`src/rtl/drive_cmd_arbiter_if.sv`:
```
// Handshake bundle between command sources, the arbiter and the
// downstream transmitter.
// master: arbiter side (takes source strobes and cmd_ready, drives
//   cmd_out/cmd_src/cmd_valid/src_fresh).
// slave: environment side (sources and the downstream transmitter).
interface drive_cmd_arbiter_if #(
  parameter int unsigned NUM_SRC = 3,
  parameter int unsigned CMD_W   = 4
);
  localparam int unsigned SRC_W = $clog2(NUM_SRC + 1);

  logic [NUM_SRC-1:0]       src_valid;
  logic [NUM_SRC*CMD_W-1:0] src_cmd;
  logic [NUM_SRC-1:0]       src_en;
  logic [CMD_W-1:0]         cmd_out;
  logic [SRC_W-1:0]         cmd_src;
  logic                     cmd_valid;
  logic                     cmd_ready;
  logic [NUM_SRC-1:0]       src_fresh;

  modport master (
    input  src_valid,
    input  src_cmd,
    input  src_en,
    input  cmd_ready,
    output cmd_out,
    output cmd_src,
    output cmd_valid,
    output src_fresh
  );

  modport slave (
    output src_valid,
    output src_cmd,
    output src_en,
    output cmd_ready,
    input  cmd_out,
    input  cmd_src,
    input  cmd_valid,
    input  src_fresh
  );
endinterface

```
`src/rtl/drive_cmd_arbiter.sv`:
```
// Merges drive commands from NUM_SRC sources into one downstream stream.
// Each source has a freshness timeout, a fixed priority (index 0 wins)
// and an enable mask. A command is offered only when the winning
// (cmd, src) pair changes, then held for a minimum dwell after it is
// accepted. With no fresh source the block falls back to STOP_CMD.
// Ports: clk_50, reset (sync, active high), bus (master modport):
//   src_valid/src_cmd/src_en in, cmd_out/cmd_src/cmd_valid out,
//   cmd_ready in, src_fresh out.
module drive_cmd_arbiter #(
  parameter int unsigned     NUM_SRC     = 3,
  parameter int unsigned     CMD_W       = 4,
  parameter int unsigned     TIMEOUT_CYC = 5_000_000,
  parameter int unsigned     HOLD_CYC    = 2_500_000,
  parameter logic [CMD_W-1:0] STOP_CMD   = '0
) (
  input logic clk_50,
  input logic reset,
  drive_cmd_arbiter_if.master bus
);

  localparam int unsigned SW = $clog2(NUM_SRC + 1);
  localparam int unsigned AW = $clog2(TIMEOUT_CYC + 1);
  localparam int unsigned DW =
    (HOLD_CYC > 1) ? $clog2(HOLD_CYC) : 1;

  localparam logic [AW-1:0] AGE_MAX  = AW'(TIMEOUT_CYC);
  localparam logic [SW-1:0] SRC_NONE = SW'(NUM_SRC);
  localparam logic [DW-1:0] DWELL_LD = DW'(HOLD_CYC - 1);

  typedef enum logic [1:0] {
    S_IDLE,
    S_SEND,
    S_DWELL
  } state_e;

  logic [NUM_SRC*CMD_W-1:0] last_flat;
  logic [NUM_SRC-1:0]       fresh;

  // Per-source age counter and latched command.
  for (genvar gi = 0; gi < NUM_SRC; gi++) begin : g_src
    logic [AW-1:0]    age_q, age_d;
    logic [CMD_W-1:0] last_q, last_d;

    always_comb begin
      age_d  = age_q;
      last_d = last_q;
      // A strobe beats saturation on the same edge.
      if (bus.src_valid[gi]) begin
        age_d  = '0;
        last_d = bus.src_cmd[gi*CMD_W +: CMD_W];
      end else if (age_q != AGE_MAX) begin
        age_d = age_q + 1'b1;
      end
    end

    always_ff @(posedge clk_50) begin
      if (reset) begin
        age_q  <= AGE_MAX;
        last_q <= STOP_CMD;
      end else begin
        age_q  <= age_d;
        last_q <= last_d;
      end
    end

    assign fresh[gi] = bus.src_en[gi] && (age_q < AGE_MAX);
    assign last_flat[gi*CMD_W +: CMD_W] = last_q;
  end

  assign bus.src_fresh = fresh;

  // Fixed priority: scan high to low so the lowest fresh index wins.
  logic [CMD_W-1:0] sel_cmd;
  logic [SW-1:0]    sel_src;

  always_comb begin
    sel_cmd = STOP_CMD;
    sel_src = SRC_NONE;
    for (int i = int'(NUM_SRC) - 1; i >= 0; i--) begin
      if (fresh[i]) begin
        sel_cmd = last_flat[i*CMD_W +: CMD_W];
        sel_src = SW'(i);
      end
    end
  end

  state_e           state_q, state_d;
  logic [CMD_W-1:0] out_q, out_d;
  logic [SW-1:0]    src_q, src_d;
  logic             valid_q, valid_d;
  logic             force_q, force_d;
  logic [DW-1:0]    dwell_q, dwell_d;

  logic sel_diff;
  assign sel_diff = (sel_cmd != out_q) || (sel_src != src_q);

  always_comb begin
    state_d = state_q;
    out_d   = out_q;
    src_d   = src_q;
    valid_d = valid_q;
    force_d = force_q;
    dwell_d = dwell_q;
    unique case (state_q)
      S_IDLE: begin
        // force_q makes the post-reset STOP announce unconditional.
        if (force_q || sel_diff) begin
          out_d   = sel_cmd;
          src_d   = sel_src;
          valid_d = 1'b1;
          force_d = 1'b0;
          state_d = S_SEND;
        end
      end
      S_SEND: begin
        if (valid_q && bus.cmd_ready) begin
          valid_d = 1'b0;
          dwell_d = DWELL_LD;
          state_d = S_DWELL;
        end
      end
      S_DWELL: begin
        if (dwell_q == '0) begin
          state_d = S_IDLE;
        end else begin
          dwell_d = dwell_q - 1'b1;
        end
      end
      default: begin
        state_d = S_IDLE;
      end
    endcase
  end

  always_ff @(posedge clk_50) begin
    if (reset) begin
      state_q <= S_IDLE;
      out_q   <= STOP_CMD;
      src_q   <= SRC_NONE;
      valid_q <= 1'b0;
      force_q <= 1'b1;
      dwell_q <= '0;
    end else begin
      state_q <= state_d;
      out_q   <= out_d;
      src_q   <= src_d;
      valid_q <= valid_d;
      force_q <= force_d;
      dwell_q <= dwell_d;
    end
  end

  assign bus.cmd_out   = out_q;
  assign bus.cmd_src   = src_q;
  assign bus.cmd_valid = valid_q;

  // An offer under backpressure must stay put.
  a_hold_stable: assert property (
    @(posedge clk_50) disable iff (reset)
    (valid_q && !bus.cmd_ready) |=>
      (valid_q && $stable(out_q) && $stable(src_q))
  );

endmodule
```
`src/flat_wrapper.sv`:
```
// flat-port wrapper written by rule: the top's interface ports become plain ports
module drive_cmd_arbiter_flat 
#(
  parameter int unsigned     NUM_SRC     = 3,
  parameter int unsigned     CMD_W       = 4,
  parameter int unsigned     TIMEOUT_CYC = 5_000_000,
  parameter int unsigned     HOLD_CYC    = 2_500_000,
  parameter logic [CMD_W-1:0] STOP_CMD   = '0
)
  (clk_50, reset, bus_src_valid, bus_src_cmd, bus_src_en, bus_cmd_ready, bus_cmd_out, bus_cmd_src, bus_cmd_valid, bus_src_fresh);
  drive_cmd_arbiter_if #(.NUM_SRC(NUM_SRC), .CMD_W(CMD_W)) bus_i ();
  input logic clk_50;
  input logic reset;
  input wire logic [$bits(bus_i.src_valid)-1:0] bus_src_valid;
  input wire logic [$bits(bus_i.src_cmd)-1:0] bus_src_cmd;
  input wire logic [$bits(bus_i.src_en)-1:0] bus_src_en;
  input wire logic [$bits(bus_i.cmd_ready)-1:0] bus_cmd_ready;
  output wire logic [$bits(bus_i.cmd_out)-1:0] bus_cmd_out;
  output wire logic [$bits(bus_i.cmd_src)-1:0] bus_cmd_src;
  output wire logic [$bits(bus_i.cmd_valid)-1:0] bus_cmd_valid;
  output wire logic [$bits(bus_i.src_fresh)-1:0] bus_src_fresh;
  assign bus_i.src_valid = bus_src_valid;
  assign bus_i.src_cmd = bus_src_cmd;
  assign bus_i.src_en = bus_src_en;
  assign bus_i.cmd_ready = bus_cmd_ready;
  assign bus_cmd_out = bus_i.cmd_out;
  assign bus_cmd_src = bus_i.cmd_src;
  assign bus_cmd_valid = bus_i.cmd_valid;
  assign bus_src_fresh = bus_i.src_fresh;
  drive_cmd_arbiter #(.NUM_SRC(NUM_SRC), .CMD_W(CMD_W), .TIMEOUT_CYC(TIMEOUT_CYC), .HOLD_CYC(HOLD_CYC), .STOP_CMD(STOP_CMD)) u_core (.clk_50(clk_50), .reset(reset), .bus(bus_i));
endmodule
```
`config.mk`:
```
export PLATFORM = sky130hd
export DESIGN_NAME = drive_cmd_arbiter_flat
export DESIGN_NICKNAME = d
export VERILOG_FILES = /design/src/rtl/drive_cmd_arbiter_if.sv /design/src/rtl/drive_cmd_arbiter.sv /design/src/flat_wrapper.sv
export SDC_FILE = /design/constraint.sdc
export NUM_CORES = 1
export LEC_CHECK = 0
export CORE_UTILIZATION = 31
export CTS_CLUSTER_DIAMETER = 80
export DETAILED_ROUTE_END_ITERATION = 8
export PLACE_DENSITY = 0.47
export SLEW_MARGIN = 10
export SYNTH_ARGS = -nofsm -noshare
export SYNTH_HDL_FRONTEND = slang
export SYNTH_SLANG_ARGS = --single-unit
```
`constraint.sdc`:
```
create_clock -name clk_50 -period 2.6 [get_ports clk_50]
set_input_delay 0.65 -clock clk_50 [delete_from_list [all_inputs] [get_ports clk_50]]
set_output_delay 0.65 -clock clk_50 [all_outputs]
set_load 0.01 [all_outputs]
```
==> results.md <==
| Stage | Result | This run |
| --- | --- | --- |
| status | Outcome | finished clean |
| cts | Clock buffer count from CTS | 17 |
| layout | Final-layout fill cell count | 1,721 |
| min path | Class of the most critical hold timing path | reg -> reg |
| pwr | Proportion of total power due to net switching | 24.3% |
| min path | Hold worst-path end | u_core.force_q$_SDFFE_PP1P_ |
| grt | Global-route wire length before repair | 20,800 um |
| cts | Hold-fix buffers, CTS | 0 |
| layout | Synth-to-Final Area Change | 25.5% |
| synth | Sequential element share of the synthesized area | 41.8% |
| setup path | Largest fanout on the critical path | 5 |
| pwr | Maximum vdd drop | 490 uV |
| synth | Share of synthesized flip-flops with an asynchronous set or reset | 0% |
| synth | Distinct cells, synth | 61 |
| setup path | Critical Path End Type | output pin |
| synth | Dominant synthesized flop cell | dfxtp_1 |
| synth | Fraction of post-synthesis cell area in the top cell type by area | 41.8% |
| pwr | Leakage power summed over all cells | 2.50 nW |
| grt | Combined global-route utilization of all metal layers | 14.8% |
| placement | Port buffer count | 30 |
| synth | Area contributors post-synth | dfxtp_1 42%, xor2_1 8.1%, nor2_1 6.4% |
| layout | Post-layout net count | 711 |
| drt | Average vias per placed instance | 4.83 |
| sta | Worst hold slack | 0.469 ns |
| cts | Clock Pin Slew Worst Setup and Hold Paths | 0.05 ns |
| setup path | CP Class | reg -> out |
| pwr | Part of the total power dissipated in combinational logic | 11.9% |
| sta | Period Utilization, post-route | 96.5% |
| sta | Number of pins with negative max-slew slack in the final report | 0 |
| placement | Placement-stage cell area | 6090 um^2 |
| layout | Fraction of layout cells with a size suffix above 1 | 13.4% |
| synth | Compound-cell area share of the yosys netlist | 11.5% |
| pwr | Cell-internal power | 3.73 mW |
| floorplan | Initial Util | 32.2% |
| synth | Mean Syn Cell Area | 8.60 um^2 |
| cts | Root Buffer Master | clkbuf_16 |
| drt | Routed Wire Length | 12,500 um |
| synth | Post-Synthesis Net Count | 657 |
| grt | Via count of the first global-routing pass | 4,239 |
| layout | Design Area, Final | 6790 um^2 |
| cts | Insertion delay to the later sink of the worst-skew pair | 0.41 ns |
| grt | Number of antenna violations at the first check in global routing | 0 |
| synth | Most used standard cells in the synthesized netlist | 113 x dfxtp_1, 92 x nor2_1, 50 x xor2_1, 47 x nand2_1, 33 x o21ai_0 |
| floorplan | Core Area | 16,800 um^2 |
| drt | DRT iter0 DRCs | 240 |
| setup path | Cell depth of the worst flop-to-flop path | 11 |
| synth | Count of synthesis-stage warnings from yosys | 0 |
| setup path | Endpoint of the most critical register-to-register path | u_core.dwell_q[11]$_SDFFE_PP0P_ |
| floorplan | Num rows | 47 |
| synth | Dominant combinational cell family by area after synthesis | simple AND/OR/NAND/NOR gates |
| pwr | Power density over the cells | 725 nW/um^2 |
| cts | Clock tree from TritonCTS | built |
| drt | Detail Route Antenna Nets | 0 |
| cts | Clk sinks | 113 |
| pwr | Relative contribution of the clock network to total power | 49.3% |
| sta | Actual slew at the worst max-slew pin | 0.514 ns |
| placement | Half-perimeter wire length after detailed placement | 8920 um |
| synth | Area share of xor/xnor cells in the synthesized design | 12.9% |
| layout | Antenna diode count | 0 |
| synth | Proportion of synthesized area in mux cells | 2.87% |
| drt | Routed len/inst | 13.6 um |
| placement | Placer's final routability congestion estimate | 0.824 |
| drt | DRC viols | 0 |
| sta | Hold Vio Cnt, Final | 0 |
| floorplan | Die boundary height | 134 um |
| sta | Total setup violations reported at the end of the flow | 0 |
| setup path | Required time at the worst-slack endpoint | 1.95 ns |
| synth | Number of enable-type register cells in the synthesized netlist | 0 |
| layout | Register cell area after layout | 2270 um^2 |
| floorplan | Number of primary I/O pins | 31 |
| drt | Length of the first detailed-routing pass in iterations | 4 |
| floorplan | Die span in x | 134 um |
| sta | Crit path time final | 2.51 ns |
| synth | Adder-cell share of the synthesized area | 1.62% |
| grt | Total overflow reported by the global router | 0 |
| sta | Relative slew margins | 65.5% |
| drt | Via count | 4,426 |
| run | Number of maximum-capacitance constraint violations | 0 |
| sta | Final total negative setup slack | 0 ns |
| synth | Netlist Area Pre-Place | 5410 um^2 |
| sta | Achievable clock frequency | 0.399 GHz |
| setup path | Worst flop-to-flop path startpoint | u_core.dwell_q[0]$_SDFFE_PP0P_ |
| pwr | Sw power | 1.20 mW |
| pwr | Sequential fraction of design power | 38.8% |
| floorplan | Die Outline Area | 18,000 um^2 |
| synth | Leading cell type by number of instances after synthesis | dfxtp_1 |
| setup path | Arrival @ worst endpoint | 1.86 ns |
| grt | Pin count of the biggest net entering global routing | 20 |
| cts | Total number of H-tree levels | 4 |
| synth | Post-synthesis instance total | 629 |
| synth | Post-synthesis share of cell area spent on and, or, nand and nor gates | 26.2% |
| synth | Flop and latch count out of synthesis | 113 |
| setup path | CP Launch Type | flip-flop |
| synth | Biggest area consumer among synthesized cells | dfxtp_1 |
| min path | Number of instances on the worst hold path | 2 |
| layout | Multi-input combinational cell area | 3030 um^2 |
| sta | Worst Skew | 0.00916 ns |
| setup path | Reg2Reg Setup Slack | 0.13 ns |
| min path | Beginning of the worst hold path | u_core.force_q$_SDFFE_PP1P_ |
| cts | Buffer depth of the longest clock path | 2 |
==> timing repair <==
| item | in CTS | in global routing |
|---|---|---|
| buffers inserted | 1 | 3 |
| pin swaps | 1 | 6 |
| gates resized for setup | 8 | 9 |
| setup endpoints to repair | 3 | 14 |
==> metrics by stage <==
step           util [%]  total power, mW  instances  setup slack (ns)
2_1_floorplan         -             2.33        629             0.257
3_3_place_gp       36.2             2.52        881            -0.235
3_5_place_dp       36.2             2.53        881            -0.250
4_1_cts            40.1             4.99        914           0.00931
5_1_grt            40.4             5.15        916          -0.00171
6_report           40.4             4.93        916            0.0911
==> logic make-up (layout without fill, tap and decap cells) <==
logic type | after synthesis | after routing
multiplexers | 15 | 15
adder cells (fa/ha/maj) | 7 | 7
flip-flops | 113 | 113
buffers and inverters | 40 | 107
AO/OA/AOI/OAI | 92 | 92
XOR/XNOR | 80 | 80
AND/OR/NAND/NOR | 282 | 282
==> cell type report <==
type                       instances  share of cell area (%)
clock buffer                      22                    7.28
inverter                          16                   0.884
timing repair buffer              59                    7.88
multi-input combinational        476                    44.6
tap                              220                    4.05
clock inverter                    10                    1.92
sequential                       113                    33.4
==> critical path: stages, from the launching register on <==
cell and delay [ns]:
dfxtp_1 0.34, or3_1 0.43, o21ai_2 0.18, a21oi_4 0.09
inv_2 0.13, clkdlybuf4s15_1 0.28
==> power groups by stage <==
| stage | combinational, mW | sequential (mW) | clock [mW] |
|---|---|---|---|
| finish | 0.587 | 1.91 | 2.43 |
| global route | 0.655 | 1.93 | 2.57 |
| CTS | 0.585 | 1.91 | 2.49 |
| detailed placement | 0.578 | 1.95 | 0 |
| global placement | 0.573 | 1.95 | 0 |
| floorplan | 0.398 | 1.93 | 0 |
==> state kept, by name, indices dropped and copies added (netlist names) <==
register              count
u_core.g_src.last_q      12
u_core.bus.cmd_src        2
u_core.dwell_q           22
u_core.bus.cmd_valid      1
u_core.state_q            2
u_core.bus.cmd_out        4
u_core.g_src.age_q       69
u_core.force_q            1
==> placed cells by master, fill, tap and decap left out, types with 3 or more instances in the layout <==
master / instances
or2_1: 4
o21ai_0: 33
xor2_1: 50
nor4_1: 4
and3_1: 12
mux2i_1: 14
nor4b_1: 3
o211a_1: 3
inv_1: 14
buf_4: 27
clkdlybuf4s50_1: 27
dfxtp_1: 111
nor2_1: 92
or2_2: 6
a21oi_1: 27
nand3_1: 30
clkbuf_8: 5
ha_1: 7
o21ai_1: 3
nor3_1: 23
and2_1: 3
nor3_2: 3
nor2b_1: 6
clkbuf_16: 17
clkinv_2: 5
or3_1: 13
bufinv_16: 3
nand4_1: 19
xnor2_1: 30
nand2_1: 47
nand2b_1: 3
==> worst max-delay path by stage <==
stage,startpoint,endpoint,slack (ns),depth (start not counted)
4_1_cts,u_core.g_src[0].age_q[10]$_SDFFE_PP0N_,bus_src_fresh[0],0.009,5
3_3_place_gp,bus_src_en[0],bus_src_fresh[0],-0.24,5
3_5_place_dp,bus_src_en[0],bus_src_fresh[0],-0.25,5
6_report,u_core.g_src[0].age_q[10]$_SDFFE_PP0N_,bus_src_fresh[0],0.09,5
5_1_grt,u_core.dwell_q[0]$_SDFFE_PP0P_,u_core.dwell_q[11]$_SDFFE_PP0P_,-0.002,11
2_1_floorplan,u_core.dwell_q[0]$_SDFFE_PP0P_,u_core.dwell_q[11]$_SDFFE_PP0P_,0.26,11
==> per-layer routing <==
metal	GRT usage, %	vias up	wire, um
met2	23.7	63	5770
met1	18.9	2069	6060
li1	-	2279	-
met5	0	-	0
met4	5.81	0	178
met3	3.93	15	463
(Power assumes the default switching activity.)
==> edit: new RTL, same flow settings <==
Make the reset (`reset`) asynchronous in 2 clocked blocks.
--- a/src/rtl/drive_cmd_arbiter.sv
+++ b/src/rtl/drive_cmd_arbiter.sv
@@ -55,3 +55,3 @@
 
-    always_ff @(posedge clk_50) begin
+    always_ff @(posedge clk_50 or posedge reset) begin
       if (reset) begin
@@ -134,3 +134,3 @@
 
-  always_ff @(posedge clk_50) begin
+  always_ff @(posedge clk_50 or posedge reset) begin
     if (reset) begin
Function: differs if reset is asserted again (counterexample within 4 cycles, from zero or initial values and one cycle with reset high); with reset held inactive, the same outputs for 10 cycles.
==> edit against the unedited design <==
  * Synthesized area grew 11%
  * Cell area grew 18%
  * Setup slack lost 0.31 ns
  * Routed wire length grew 14%
  * The run now ends with negative setup slack left
  * Sequential cell count is the same
  * Count of clock-buffer cells in the layout shrank 1
  * Critical path depth grew 3
  * Die area grew 11%
Power is not compared: it rests on default switching activity, and its combinational part moved more than twofold at a synthesized area within 25%.
==> edit: results (changes against the unedited design) <==
* Post-route setup slack at -0.2155 ns (-0.3066 ns)
* Average routed wire per standard cell at 14.12 um (+3.7%)
* Largest net degree at the start of global routing at 58 (+190%)
* Status: finished, violations left
* Worst path slowest cell: or4bb_4
* Syn_area_per_cell at 9.755 um^2 (+13%)
* Met3 GRT Util at 0.04008 (+0.0007769)
* Tot GR Track Use at 0.1547 (+0.006814)
* Setup Skew at 0.01020 ns (+0.001037 ns)
* Crit Path Max Fanout at 3 (-2)
* Post-synth top cells: 93 x nor2_1, 86 x dfrtp_1, 51 x xor2_1
* FFs w/ async S/R, synth at 1.000 (+1.000)
* # placed instances at 959 (+8.9%)
* Netlist cell types at 63 (+3.3%)
* Failing checks: negative setup slack
* Slew HR at 0.6067 (-0.04823)
* Setup Viol. Count Final at 7 (+7)
* Place WS at -0.3964 ns (-0.1459 ns)
* Post-Place Cell Area at 0.007127 mm^2 (+17%)
* Fin nets at 759 (+6.8%)
* CP peak stage delay at 0.56 ns (+0.13 ns)
* Met3 wire len at 431 um (-6.9%)
* Metal2 WL at 6737 um (+17%)
* Placer congestion estimate at 0.7915 (-4.0%)
* Setup TNS Final at -1.168 ns (-1.168 ns)
* Multi-input logic area at 0.003166 mm^2 (+4.5%)
* Met2 Track Usage GR at 0.2507 (+0.01346)
* Vias at 4796 (+8.4%)
* Mapped Nets at 643 (-2.1%)
* Synth area leaders: dfrtp_1 36%, dfstp_2 12%, xor2_1 7.4%, nor2_1 5.8%, xnor2_1 4.2%
* Fill cell count at 1800 (+4.6%)
==> edit: power by group <==
group | internal [mW] | total [mW] | leakage (nW) | switching [mW]
clock network | 1.55 | 2.35 | 0.296 | 0.801
logic | 0.626 | 1.21 | 1.52 | 0.580
registers | 1.89 | 2.05 | 1.37 | 0.159
==> edit: logic make-up (layout without fill, tap and decap cells) <==
kind of cell | count (synthesis) | after routing | share of synthesized area
simple gates | 285 | 285 | 0.2390
mux | 17 | 17 | 0.03316
flops | 113 | 113 | 0.4770
compound gates | 74 | 74 | 0.09177
xor+xnor | 80 | 80 | 0.1168
fa+ha+maj | 7 | 7 | 0.01460
buf+inv | 39 | 168 | 0.02774
==> edit: final cells by class <==
type                    instances  share of cell area
multi-input cells             463              0.3949
flip-flops and latches        113              0.3570
repair buffers                116              0.1230
clock buffers                  21             0.05744
well taps                     260             0.04058
clock inverters                11             0.01701
inverters                      20             0.01015
==> edit: path summary, 6_finish.rpt <==
kind	startpoint	endpoint	slack [ns]	cells past startpoint
worst min register to register	u_core.dwell_q[0]	u_core.dwell_q[0]	0.49	1
worst max-delay path	u_core.g_src[2].age_q[18]	u_core.bus.cmd_out[3]	-0.22	8
max in group asynchronous	reset	u_core.g_src[0].age_q[8]	1.36	3
worst max register to register	u_core.g_src[2].age_q[18]	u_core.bus.cmd_out[3]	-0.22	8
worst min-delay path	u_core.dwell_q[0]	u_core.dwell_q[0]	0.49	1
min in group asynchronous	reset	u_core.g_src[2].age_q[7]	0.58	2
==> edit: repair_timing <==
action / 4_1_cts / 5_1_grt
hold endpoints to repair: 0 / 0
resized for setup: 22 / 25
pin swaps: 10 / 14
setup buffers: 8 / 7
endpoints found under the setup margin: 9 / 16
